### config.mk
export PLATFORM = sky130hd
export DESIGN_NAME = rvbranch_pred
export DESIGN_NICKNAME = d
export VERILOG_FILES = /design/src/rtl/rvbranch_pred.sv
export SDC_FILE = /design/constraint.sdc
export NUM_CORES = 2
export LEC_CHECK = 0
export ABC_CLOCK_PERIOD_IN_PS = 46400
export CAP_MARGIN = 20
export CORE_UTILIZATION = 40
export CTS_CLUSTER_SIZE = 8
export DETAILED_ROUTE_END_ITERATION = 16
export SYNTH_ARGS = -nofsm -noshare
export SYNTH_HDL_FRONTEND = slang
export SYNTH_SLANG_ARGS = --single-unit
### constraint.sdc
create_clock -name clk -period 46.4 [get_ports clk]
set_input_delay 6.96 -clock clk [delete_from_list [all_inputs] [get_ports clk]]
set_output_delay 6.96 -clock clk [all_outputs]
set_load 0.01 [all_outputs]
### src/rtl/rvbranch_pred.sv
// rvbranch_pred: dynamic branch predictor and redirect controller.
//
// A direct-mapped BTB with a 2-bit saturating counter per entry is looked up
// combinationally in Fetch. Branches and jumps are resolved in Execute
// against the branch unit's decision. On a misprediction the corrected PC is
// produced and the Decode/Execute registers are flushed.
//
// Optional feature macro: BPRED_STATS_EN
//   defined     : BranchCount / MispredCount are 32-bit saturating counters
//   not defined : no counter flops; both outputs are tied to 0
//
// Ports
//   clk, reset         clock, asynchronous active-high reset
//   PCF                Fetch PC for lookup
//   PredTakenF         BTB hit and counter MSB set
//   PredTargetF        predicted target (0 when not predicted taken)
//   ValidE, StallE     Execute holds a real instruction / is stalled
//   BranchE, JumpE     Execute instruction is a conditional branch / jump
//   RVPCSrcE           actual taken decision from the branch unit
//   PredTakenE         Fetch prediction carried to Execute
//   PredTargetE        Fetch predicted target carried to Execute
//   PCE                Execute PC (BTB update index/tag)
//   PCTargetE          computed branch/jump target
//   PCPlus4E           fall-through PC
//   MispredictE        redirect required this cycle
//   RedirectPCE        corrected next PC (0 unless MispredictE)
//   FlushD, FlushE     clear Decode / Execute registers at next edge
//   BranchCount        resolved branch/jump count
//   MispredCount       misprediction count
module rvbranch_pred #(
  parameter int XLEN     = 32,
  parameter int IDX_BITS = 4
) (
  input  logic            clk,
  input  logic            reset,
  input  logic [XLEN-1:0] PCF,
  output logic            PredTakenF,
  output logic [XLEN-1:0] PredTargetF,
  input  logic            ValidE,
  input  logic            StallE,
  input  logic            BranchE,
  input  logic            JumpE,
  input  logic            RVPCSrcE,
  input  logic            PredTakenE,
  input  logic [XLEN-1:0] PredTargetE,
  input  logic [XLEN-1:0] PCE,
  input  logic [XLEN-1:0] PCTargetE,
  input  logic [XLEN-1:0] PCPlus4E,
  output logic            MispredictE,
  output logic [XLEN-1:0] RedirectPCE,
  output logic            FlushD,
  output logic            FlushE,
  output logic [31:0]     BranchCount,
  output logic [31:0]     MispredCount
);

  localparam int ENTRIES = 1 << IDX_BITS;
  localparam int TAG_W   = XLEN - IDX_BITS - 2;

  logic              valid_q [ENTRIES];
  logic [TAG_W-1:0]  tag_q   [ENTRIES];
  logic [1:0]        ctr_q   [ENTRIES];
  logic [XLEN-1:0]   tgt_q   [ENTRIES];

  logic [IDX_BITS-1:0] idx_f, idx_e;
  logic [TAG_W-1:0]    tag_f, tag_e;
  logic                hit_f, hit_e;
  logic                resolve_e, taken_e;

  // Instructions are word aligned; the low PC bits carry no BTB information.
  logic unused_pc_bits;
  assign unused_pc_bits = ^{PCF[1:0], PCE[1:0]};

  // Fetch lookup (reads current flop contents, so a same-cycle update to the
  // same index is not seen until the following cycle).
  assign idx_f       = PCF[IDX_BITS+1:2];
  assign tag_f       = PCF[XLEN-1:IDX_BITS+2];
  assign hit_f       = valid_q[idx_f] && (tag_q[idx_f] == tag_f);
  assign PredTakenF  = hit_f && ctr_q[idx_f][1];
  assign PredTargetF = PredTakenF ? tgt_q[idx_f] : '0;

  // Execute resolve
  assign idx_e     = PCE[IDX_BITS+1:2];
  assign tag_e     = PCE[XLEN-1:IDX_BITS+2];
  assign hit_e     = valid_q[idx_e] && (tag_q[idx_e] == tag_e);
  assign resolve_e = ValidE && !StallE && (BranchE || JumpE);
  assign taken_e   = RVPCSrcE;

  // Direction wrong, or both taken but toward a stale target.
  assign MispredictE = resolve_e &&
                       ((taken_e != PredTakenE) ||
                        (taken_e && PredTakenE && (PredTargetE != PCTargetE)));
  assign RedirectPCE = MispredictE ? (taken_e ? PCTargetE : PCPlus4E) : '0;
  assign FlushD      = MispredictE;
  assign FlushE      = MispredictE;

  always_ff @(posedge clk or posedge reset) begin
    if (reset) begin
      for (int i = 0; i < ENTRIES; i++) begin
        valid_q[i] <= 1'b0;
        tag_q[i]   <= '0;
        ctr_q[i]   <= 2'b01;
        tgt_q[i]   <= '0;
      end
    end else if (resolve_e) begin
      if (hit_e) begin
        if (taken_e) begin
          if (ctr_q[idx_e] != 2'b11) ctr_q[idx_e] <= ctr_q[idx_e] + 2'd1;
          tgt_q[idx_e] <= PCTargetE;
        end else if (ctr_q[idx_e] != 2'b00) begin
          ctr_q[idx_e] <= ctr_q[idx_e] - 2'd1;
        end
      end else if (taken_e) begin
        // Allocation evicts whatever occupied this index. Jumps start
        // strongly taken since they always redirect.
        valid_q[idx_e] <= 1'b1;
        tag_q[idx_e]   <= tag_e;
        tgt_q[idx_e]   <= PCTargetE;
        ctr_q[idx_e]   <= JumpE ? 2'b11 : 2'b10;
      end
    end
  end

`ifdef BPRED_STATS_EN
  always_ff @(posedge clk or posedge reset) begin
    if (reset) begin
      BranchCount  <= '0;
      MispredCount <= '0;
    end else begin
      if (resolve_e && (BranchCount != 32'hFFFF_FFFF))
        BranchCount <= BranchCount + 32'd1;
      if (MispredictE && (MispredCount != 32'hFFFF_FFFF))
        MispredCount <= MispredCount + 32'd1;
    end
  end
`else
  assign BranchCount  = '0;
  assign MispredCount = '0;
`endif

endmodule

==> results by group <==
Setup path
  – CP arrival: 13310 ps
  – Critical path buffers and inverters: 6
  – Worst R2R Start: tag_q[221]$_DFFE_PP0P_
  – R2R setup slack: 41700 ps
  – Worst path slowest cell: buf_4
  – Crit-path max FO: 65
  – Crit start category: primary input
  – FF-to-FF End: tag_q[148]$_DFFE_PP0P_
  – Crit end category: output pin
  – CP Class: primary input to output pin
  – Reg2Reg Depth: 11
  – WP data required: 39440 ps
  – Critical path's most frequent cell: buf_4
  – Critical path's top delay family: buffers and inverters
  – Worst-path cell chain: buf_8, buf_4, buf_4, buf_4, mux4_2, mux4_2, xnor2_1, nand4_1, nor2_1, nand4_1, buf_4, nor2b_1, clkdlybuf4s50_1
  – Critical Path Max Stage Delay: 880 ps

Synthesis
  – Warnings, synthesis: 0
  – Mapped Area: 50200 um^2
  – FF+latch count, synth: 976
  – Post-Syn Instances: 3329
  – Seq/Total Area, Yosys: 0.487
  – Top FF cell, synth: dfrtp_1
  – Distinct cells, synth: 67
  – Synth area leader: dfrtp_1
  – Synth top area share: 0.479
  – Post-synthesis area per instance: 15.1 um^2
  – Synth area leaders: dfrtp_1 (48%), mux2_2 (21%), mux4_2 (16%), mux2i_1 (2.7%), buf_4 (1.5%)
  – Post-synth EDFFs: 0
  – Asr flop ratio synth: 1.00

Placement
  – Placed instance area: 53700 um^2
  – Gp weighted congestion: 0.822
  – IO Port Bufs: 231
  – Placed wire-length estimate: 82400 um
  – Post-place setup slack: 25910 ps

Final layout
  – Fill count: 10.8k
  – Diode count: 0
  – Core Util, Final: 0.464
  – Most common cell after layout, fill and taps aside: dfrtp_1
  – Most frequent cells in the layout: dfrtp_1 (960), mux2_2 (951), mux4_2 (360)
  – Layout cells sized above 1: 0.473
  – Post-route cell area: 57600 um^2
  – Fin nets: 3629
  – P&R area growth vs syn: 14.7%

Timing
  – Slew Limit Fails: 0
  – Worst Max-Slew Pin Slew: 1140 ps
  – Hold violation total from the final report: 0
  – Setup TNS: 0 ps
  – Skew final: 31.1 ps
  – Final WS setup: 26130 ps
  – Fin Hold WS: 496 ps
  – RSZ-0062 raised after global routing: false
  – Tmin final: 20270 ps
  – FMAX: 49.3 MHz
  – Crit share post-route: 0.437
  – Setup-failing EPs final: 0
  – Max-slew headroom: 0.240

Global route
  – First-pass GRT wire length: 213000 um
  – Initial antenna violation count: 8
  – Vias in the first global route: 30.7k
  – Total GRT Usage: 0.228
  – GR Overflow Total: 0
  – Largest net degree at the start of global routing: 182

Worst hold path
  – Hold path start: valid_q[12]$_DFFE_PP0P_
  – Min-delay worst type: flop to flop
  – Hold path cells: 1
  – WHS Endpoint: valid_q[12]$_DFFE_PP0P_

Clock network
  – Cts hold-fix bufs: 0
  – Post-cts resize count: 0
  – Root buf cell: clkbuf_16
  – CTS buffer count: 140
  – # clock sinks: 976
  – Number of setup buffers added after CTS: 0
  – CTS clock-pin slew for the worst setup and hold paths: 50 ps
  – H-tree Lvls: 4
  – CTS tree: yes
  – Worst skew pair latency: 740 ps
  – Max clock buf depth: 3

Die
  – Core area: 124000 um^2
  – Initial core utilization: 0.404
  – Die Span X: 356 um
  – Die area: 127000 um^2
  – Row count: 129
  – Die height: 356 um
  – Top-level I/O count: 300

Pwr
  – Power Dens Cells: 39.2 nW/um^2
  – Leak: 25.5 nW
  – Peak supply drop: 0.0000332 V

Detailed routing
  – First-pass DRT Iterations: 13
  – Vias: 30.0k
  – Drt total wl: 142000 um
  – DR WL/cell: 27.8 um
  – Final ANT Viol Nets: 0
  – Starting DRT DRC Count: 2233
  – Vias/cell: 5.84
  – DRC Markers: 16

Status
  – Status: finished with violations
  – Violated checks: DRC

Run
  – Maxcap violations: 0
registers in the layout, indices dropped and copies added (netlist names):
| register | flops |
|---|---|
| tgt_q | 512 |
| tag_q | 416 |
| ctr_q | 32 |
| valid_q | 16 |
per-layer routing:
metal | vias up | wire length [um] | track usage
met5 | - | 35 | 0
met3 | 216 | 8790 | 0.0460
met1 | 16200 | 63000 | 0.323
met4 | 6 | 3530 | 0.0678
met2 | 980 | 67100 | 0.355
li1 | 12600 | - | -
cell families (layout without fill, tap and decap cells):
| kind of cell | count (synthesis) | after routing | synth area share |
|---|---|---|---|
| flip-flops | 976 | 976 | 0.487 |
| other | 1 | 64 | 0.0000747 |
| buffers and inverters | 411 | 512 | 0.0411 |
| AND/OR/NAND/NOR | 261 | 261 | 0.0293 |
| multiplexers | 1474 | 1474 | 0.409 |
| AO/OA/AOI/OAI | 115 | 115 | 0.0175 |
| adder cells (fa/ha/maj) | 3 | 3 | 0.000748 |
| XOR/XNOR | 88 | 88 | 0.0154 |
final cells by class:
cell class / count / area [um^2] / share of cell area
Tap cell: 1637 / 2050 / 0.0356
Sequential cell: 976 / 24400 / 0.425
Clock buffer: 165 / 3640 / 0.0632
Timing Repair Buffer: 313 / 3050 / 0.0529
Inverter: 22 / 90.1 / 0.00156
Clock inverter: 12 / 186 / 0.00324
Multi-Input combinational cell: 2005 / 24100 / 0.419
synth_stat cells (all sizes together) (2+ instances only):
cell	number
buf	190
nor3	25
o32ai	5
nand2b	4
ha	3
nand3b	2
nand3	41
nor3b	2
inv	22
o211ai	10
nor2	63
dfrtp	960
mux4	360
a221oi	14
a211oi	7
and2	3
or2	16
a31oi	3
xnor2	67
nand4	15
clkbuf	199
nor2b	39
o22ai	10
and4	3
mux2	977
o221ai	3
dfstp	16
a22oi	16
o21ai	17
a22o	11
a41o	2
nor4	6
xor2	21
a32oi	2
nand2	38
mux2i	137
a21oi	5
metrics by stage:
stage	std cells	power, W
3_3_place_gp	4948	0.00134
3_5_place_dp	4949	0.00135
5_1_grt	5130	0.00235
6_report	5130	0.00226
4_1_cts	5126	0.00228
2_1_floorplan	3392	0.00126
how the worst max path moves through the flow:
stage / endpoint / slack, ps / from / cells after the start
after detailed placement: PredTargetF[26] / 25910 / PCF[2] / 13
after global routing: PredTargetF[26] / 25630 / PCF[2] / 13
after global placement: PredTargetF[26] / 25890 / PCF[2] / 13
final: PredTargetF[26] / 26130 / PCF[2] / 13
after floorplan: ctr_q[11]$_DFFE_PP0P_ / 12010 / reset / 1
after CTS: PredTargetF[26] / 25890 / PCF[2] / 13
power breakdown:
part / switching, W / internal, W
logic: 0.000143 / 0.000184
registers: 0.0000585 / 0.000952
clock network: 0.000373 / 0.000548
total: 0.000574 / 0.00168
(Power assumes the default switching activity.)
